File: src/rtl/cordic_pol2cart_iter_if.sv
// Conversion request (start/r/theta) and result (ready/done/x/y) bundle for cordic_pol2cart_iter.
interface cordic_pol2cart_iter_if;
  logic               start;
  logic signed [15:0] r;
  logic signed [15:0] theta;
  logic               ready;
  logic               done;
  logic signed [15:0] x;
  logic signed [15:0] y;

  modport master (output start, r, theta, input ready, done, x, y);
  modport slave  (input start, r, theta, output ready, done, x, y);
endinterface

File: src/rtl/cordic_pol2cart_iter.sv
// Iterative CORDIC polar->cartesian, Q3.12; CORDIC_GAIN_COMP_EN adds a 2-stage 0.60725 gain multiply.
// Latency NUM_ITER+1 edges (NUM_ITER+3 with gain comp) from accept; ce low stalls everything, ready only in IDLE.
module cordic_pol2cart_iter #(
  parameter int NUM_ITER = 12
) (
  input logic                   clk,
  input logic                   reset,
  input logic                   ce,
  cordic_pol2cart_iter_if.slave bus
);

`ifdef CORDIC_GAIN_COMP_EN
  typedef enum logic [1:0] {IDLE, ROTATE, SCALE} state_t;
  localparam logic signed [29:0] GAIN = 30'sd2487;
  logic signed [17:0] op_x, op_y;
  logic signed [29:0] prod_x, prod_y;
  logic               sc_ph;
`else
  typedef enum logic [1:0] {IDLE, ROTATE} state_t;
`endif

  localparam logic signed [17:0] PI_Q   = 18'sd12868;
  localparam logic signed [17:0] HALF_PI = 18'sd6434;
  localparam logic [3:0]         LAST   = 4'(NUM_ITER);

  state_t             state;
  logic [3:0]         cnt;
  logic signed [17:0] x_q, y_q, z_q;
  logic signed [17:0] x_n, y_n, z_n, x_sh, y_sh, at;
  logic signed [17:0] th_in, th_sat, r_ext, px, py, pz;

  function automatic logic signed [17:0] atan_lut(input logic [3:0] i);
    case (i)
      4'd0:  return 18'sd3217;
      4'd1:  return 18'sd1899;
      4'd2:  return 18'sd1003;
      4'd3:  return 18'sd509;
      4'd4:  return 18'sd256;
      4'd5:  return 18'sd128;
      4'd6:  return 18'sd64;
      4'd7:  return 18'sd32;
      4'd8:  return 18'sd16;
      4'd9:  return 18'sd8;
      4'd10: return 18'sd4;
      4'd11: return 18'sd2;
      default: return 18'sd0;
    endcase
  endfunction

  function automatic logic signed [15:0] sat16(input logic signed [31:0] v);
    if (v > 32'sd32767)       return 16'sh7fff;
    else if (v < -32'sd32768) return 16'sh8000;
    else                      return v[15:0];
  endfunction

  // Quadrant pre-rotation brings the angle into the CORDIC convergence range.
  always_comb begin
    th_in = 18'(bus.theta);
    r_ext = 18'(bus.r);
    if (th_in > PI_Q)       th_sat = PI_Q;
    else if (th_in < -PI_Q) th_sat = -PI_Q;
    else                    th_sat = th_in;
    if (th_sat > HALF_PI) begin
      px = '0;     py = r_ext;  pz = th_sat - HALF_PI;
    end else if (th_sat < -HALF_PI) begin
      px = '0;     py = -r_ext; pz = th_sat + HALF_PI;
    end else begin
      px = r_ext;  py = '0;     pz = th_sat;
    end
  end

  always_comb begin
    x_sh = x_q >>> cnt;
    y_sh = y_q >>> cnt;
    at   = atan_lut(cnt);
    if (!z_q[17]) begin
      x_n = x_q - y_sh;  y_n = y_q + x_sh;  z_n = z_q - at;
    end else begin
      x_n = x_q + y_sh;  y_n = y_q - x_sh;  z_n = z_q + at;
    end
  end

  always_ff @(posedge clk) begin
    if (!reset) begin
      state     <= IDLE;
      bus.ready <= 1'b1;
      bus.done  <= 1'b0;
      bus.x     <= '0;
      bus.y     <= '0;
      cnt       <= '0;
      x_q       <= '0;
      y_q       <= '0;
      z_q       <= '0;
`ifdef CORDIC_GAIN_COMP_EN
      op_x      <= '0;
      op_y      <= '0;
      prod_x    <= '0;
      prod_y    <= '0;
      sc_ph     <= 1'b0;
`endif
    end else if (ce) begin
      bus.done <= 1'b0;
      case (state)
        IDLE: if (bus.start) begin
          x_q       <= px;
          y_q       <= py;
          z_q       <= pz;
          cnt       <= '0;
          state     <= ROTATE;
          bus.ready <= 1'b0;
        end
        ROTATE: if (cnt == LAST) begin
`ifdef CORDIC_GAIN_COMP_EN
          op_x  <= x_q;
          op_y  <= y_q;
          sc_ph <= 1'b0;
          state <= SCALE;
`else
          bus.x     <= sat16(32'(x_q));
          bus.y     <= sat16(32'(y_q));
          bus.done  <= 1'b1;
          bus.ready <= 1'b1;
          state     <= IDLE;
`endif
        end else begin
          x_q <= x_n;
          y_q <= y_n;
          z_q <= z_n;
          cnt <= cnt + 4'd1;
        end
`ifdef CORDIC_GAIN_COMP_EN
        SCALE: if (!sc_ph) begin
          prod_x <= 30'(op_x) * GAIN;
          prod_y <= 30'(op_y) * GAIN;
          sc_ph  <= 1'b1;
        end else begin
          bus.x     <= sat16(32'(prod_x >>> 12));
          bus.y     <= sat16(32'(prod_y >>> 12));
          bus.done  <= 1'b1;
          bus.ready <= 1'b1;
          sc_ph     <= 1'b0;
          state     <= IDLE;
        end
`endif
        default: begin
          state     <= IDLE;
          bus.ready <= 1'b1;
        end
      endcase
    end
  end

endmodule
File: src/flat_wrapper.sv
// flat-port wrapper written by rule: the top's interface ports become plain ports
module cordic_pol2cart_iter_flat 
#(
  parameter int NUM_ITER = 12
)
  (clk, reset, ce, bus_start, bus_r, bus_theta, bus_ready, bus_done, bus_x, bus_y);
  cordic_pol2cart_iter_if bus_i ();
  input logic clk;
  input logic reset;
  input logic ce;
  input wire logic [$bits(bus_i.start)-1:0] bus_start;
  input wire logic [$bits(bus_i.r)-1:0] bus_r;
  input wire logic [$bits(bus_i.theta)-1:0] bus_theta;
  output wire logic [$bits(bus_i.ready)-1:0] bus_ready;
  output wire logic [$bits(bus_i.done)-1:0] bus_done;
  output wire logic [$bits(bus_i.x)-1:0] bus_x;
  output wire logic [$bits(bus_i.y)-1:0] bus_y;
  assign bus_i.start = bus_start;
  assign bus_i.r = bus_r;
  assign bus_i.theta = bus_theta;
  assign bus_ready = bus_i.ready;
  assign bus_done = bus_i.done;
  assign bus_x = bus_i.x;
  assign bus_y = bus_i.y;
  cordic_pol2cart_iter #(.NUM_ITER(NUM_ITER)) u_core (.clk(clk), .reset(reset), .ce(ce), .bus(bus_i));
endmodule
File: config.mk
export PLATFORM = sky130hd
export DESIGN_NAME = cordic_pol2cart_iter_flat
export DESIGN_NICKNAME = d
export VERILOG_FILES = /design/src/rtl/cordic_pol2cart_iter_if.sv /design/src/rtl/cordic_pol2cart_iter.sv /design/src/flat_wrapper.sv
export SDC_FILE = /design/constraint.sdc
export NUM_CORES = 1
export LEC_CHECK = 0
export CAP_MARGIN = 0
export CORE_MARGIN = 10
export CORE_UTILIZATION = 56
export DETAILED_ROUTE_END_ITERATION = 8
export PLACE_DENSITY = 0.76
export SYNTH_ARGS = -nofsm -noshare
export SYNTH_HDL_FRONTEND = slang
export SYNTH_SLANG_ARGS = --single-unit
File: constraint.sdc
create_clock -name clk -period 5.4 [get_ports clk]
set_input_delay 1.08 -clock clk [delete_from_list [all_inputs] [get_ports clk]]
set_output_delay 1.08 -clock clk [all_outputs]
set_load 0.005 [all_outputs]
==> out/metrics.yaml <==
min-delay-start: "u_core.bus.ready$_SDFFE_PN1P_"
first_pass_iters: 6
start_util_pct: 57.2
peakVddDrop_mv: 0.193
seq_area_frac_synth_pct: 19.5
antenna_found_initial: 0
drv_cap: 0
vias: 11300
yosys_warnings: 0
yosys.cell_types.count: 89
final_antenna_net_count: 0
cts_tree: "done"
yosysTopAreaCellShare_pct: 19.5
avgSynthCellArea_um2: 7.89
status: "finished, final reports clean"
initialDrtViolationCount: 1272
drive_gt1_share_pct: 12.5
dp.cells: 1702
placed_area_um2: 12000
syn_area_um2: 10800
required_ns: 5.69
power_leakage_nw: 4.90
diodes: 0
final_area_um2: 12300
synth_nets: 1471
drv_slew: 0
dp_hpwl_mm: 28.6
reg2reg_slack_ns: 0.25
avgViaCountPerCell: 6.58
worst_path_most_repeated_cell: "a21oi_1"
first_global_vias: 10600
powerDensity_nw_per_um2: 268
regArea_um2: 2110
cts.path.max_buffers: 2
core_area_um2: 18800
die_x_um: 159
grt_pass1_wl_mm: 58.3
wl_per_cell_um: 21.8
clkLatencyLatePin_ns: 0.37
worstPathCellList: "clkdlybuf4s50_1, and3_1, nand2_1, nand2_1, a31oi_1, nor2_1, o311ai_0, ha_1, nor2b_2, o21ai_0, inv_1, ha_1, and4b_1, a41oi_1, o21a_1, o31ai_1, inv_2, a21oi_1, buf_4, a21oi_1, or3_1, a21oi_1"
post-route-period-util_pct: 95.8
holdPathEnd: "u_core.bus.ready$_SDFFE_PN1P_"
root_buffer: "clkbuf_16"
grt_usage_pct: 29.4
ctsHoldBuffers: 0
cts_sinks: 105
synth-edff-count: 0
die-area_um2: 25200
slew_headroom_pct: 35.5
htreeDepth: 3
skew_ns: 0.0122
cp_data_arrival_time_ns: 5.47
fmax_mhz: 193
synth_cells: 1365
hold_ws_ns: 0.453
io_pins: 70
layout.nets: 1559
timing.rr.end: "u_core.x_q[17]$_SDFFE_PN0P_"
synth_area_leaders: "dfxtp_1 (20%), ha_1 (7.8%), mux4_2 (5.6%)"
grt_overflow: 0
grt_start_max_net_pins: 41
r2r_start: "u_core.cnt[0]$_SDFFE_PN0P_"
slowest_delay_ns: 0.43
wl_mm: 37.5
ys.flop_type: "dfxtp_1"
total_power_mw: 3.30
finish.utilization_pct: 65.6
setup_viol: 0
drc: 0
min_period_ns: 5.17
synthArstFlopShare_pct: 0
hp-class: "reg2reg"
crit_path_start_kind: "primary input"
syn2layout_area_growth_pct: 14.7
worstSetupStartpoint: "bus_theta[3]"
synth_top_cell_by_area: "dfxtp_1"
cp_max_fo: 9
fin_cells: 1718
fillCellCount: 1673
io_buffer_count: 69
ys_seq_elements: 105
worstRegToRegCells: 19
gp_congestion: 1.07
cts-buffers-inserted: 9
endpoint_kind: "flop"
tightest_slew_ns: 0.958
rows: 50
die_height_um: 159
min_path_cells: 2
cp_slowest_cell: "or3_1"
yosysMostFrequentCell: "nor2_1"
clkTransAtPathRegs_ns: 0.08
crit_type: "in2reg"
multi_input_area_um2: 8080
synthTopCellsByCount: "nor2_1 (150), o21ai_0 (120), a21oi_1 (110), nand2_1 (110), dfxtp_1 (105)"
finalHoldViolCount: 0
-- through the flow --
step	setup TNS, ns	worst slack (ns)
6_report	0	0.226
5_1_grt	-0.0123	-0.0123
4_1_cts	0	0.123
3_5_place_dp	-0.0673	-0.0272
3_3_place_gp	0	0.0906
2_1_floorplan	0	0.0981
-- layout make-up --
cell class,instances,share of cell area [%]
Multi-Input combinational cell,1138,65.4
Sequential cell,105,17.1
Timing Repair Buffer,156,11.0
Tap cell,260,2.63
Clock buffer,9,1.82
Inverter,43,1.31
Clock inverter,7,0.679
-- cell usage in the layout (no fill, tap or decap), types with 7 or more instances in the layout --
cell and count:
nor3_1 47, or3_1 13, clkbuf_16 9, nand2b_1 21, mux2i_1 25, dfxtp_1 100, clkdlybuf4s50_1 69, nor2b_1 16
nand2_1 110, ha_1 67, inv_1 38, nor2_1 149, a221oi_1 17, a22oi_1 10, a21oi_1 109, and3_1 13
mux2_2 16, a31oi_1 27, xor2_1 40, o22ai_1 8, nand3_1 15, nor4_1 7, o21a_1 18, xnor2_1 46
nand4_1 7, a211oi_1 16, a21o_1 23, and2_1 19, buf_4 85, mux4_2 27, o21ai_0 120, o31ai_1 10
mux4_1 7, a22o_1 10, o221ai_1 7
-- registers in the layout, indices dropped and copies added (netlist names), 4 cells and up --
| signal | cells |
|---|---|
| u_core.at | 12 |
| u_core.cnt | 4 |
| u_core.bus.x | 16 |
| u_core.z_q | 18 |
| u_core.bus.y | 16 |
| u_core.x_q | 18 |
| u_core.y_q | 18 |
-- timing repair --
action / in CTS / in global routing
endpoints found under the setup margin: 0 / 14
endpoints found under the hold margin: 0 / 0
buffers inserted: 0 / 0
resized for setup: 0 / 12
-- critical path, delay by kind of cell --
| family | cells | cell delay [ns] |
|---|---|---|
| AO/OA/AOI/OAI | 9 | 1.70 |
| AND/OR/NAND/NOR | 7 | 1.27 |
| buffers and inverters | 4 | 0.89 |
| adder cells (fa/ha/maj) | 2 | 0.53 |
-- routing by layer --
layer	up-vias	track usage, %	routed length, µm
li1	5269	-	-
met1	5318	36.4	14600
met2	578	48.3	17500
met3	134	4.99	3470
met4	0	15.0	1920
met5	-	0	0
-- how the worst max path moves through the flow --
stage,to,slack [ns],depth (start not counted)
after floorplan,u_core.y_q[8]$_SDFFE_PN0P_,0.1,23
after global placement,u_core.x_q[1]$_SDFFE_PN0P_,0.09,22
after detailed placement,u_core.x_q[1]$_SDFFE_PN0P_,-0.03,22
after CTS,u_core.x_q[17]$_SDFFE_PN0P_,0.12,19
after global routing,u_core.x_q[1]$_SDFFE_PN0P_,-0.01,22
final,u_core.x_q[1]$_SDFFE_PN0P_,0.23,22
-- report_power, final --
part / internal [mW] / switching [mW] / total (mW)
clock: 0.330 / 0.350 / 0.680
combinational: 0.725 / 0.995 / 1.72
sequential: 0.820 / 0.0841 / 0.904
total: 1.87 / 1.43 / 3.30
-- cell families (layout without fill, tap and decap cells) --
| group | after synthesis | in the layout | synth area share, % |
|---|---|---|---|
| XOR/XNOR | 87 | 87 | 7.21 |
| AO/OA/AOI/OAI | 450 | 450 | 27.1 |
| flip-flops | 105 | 105 | 19.5 |
| multiplexers | 76 | 76 | 11.4 |
| AND/OR/NAND/NOR | 455 | 455 | 20.5 |
| adder cells (fa/ha/maj) | 70 | 70 | 8.34 |
| buffers and inverters | 122 | 215 | 5.88 |
Power figures use the tool's default switching activity.
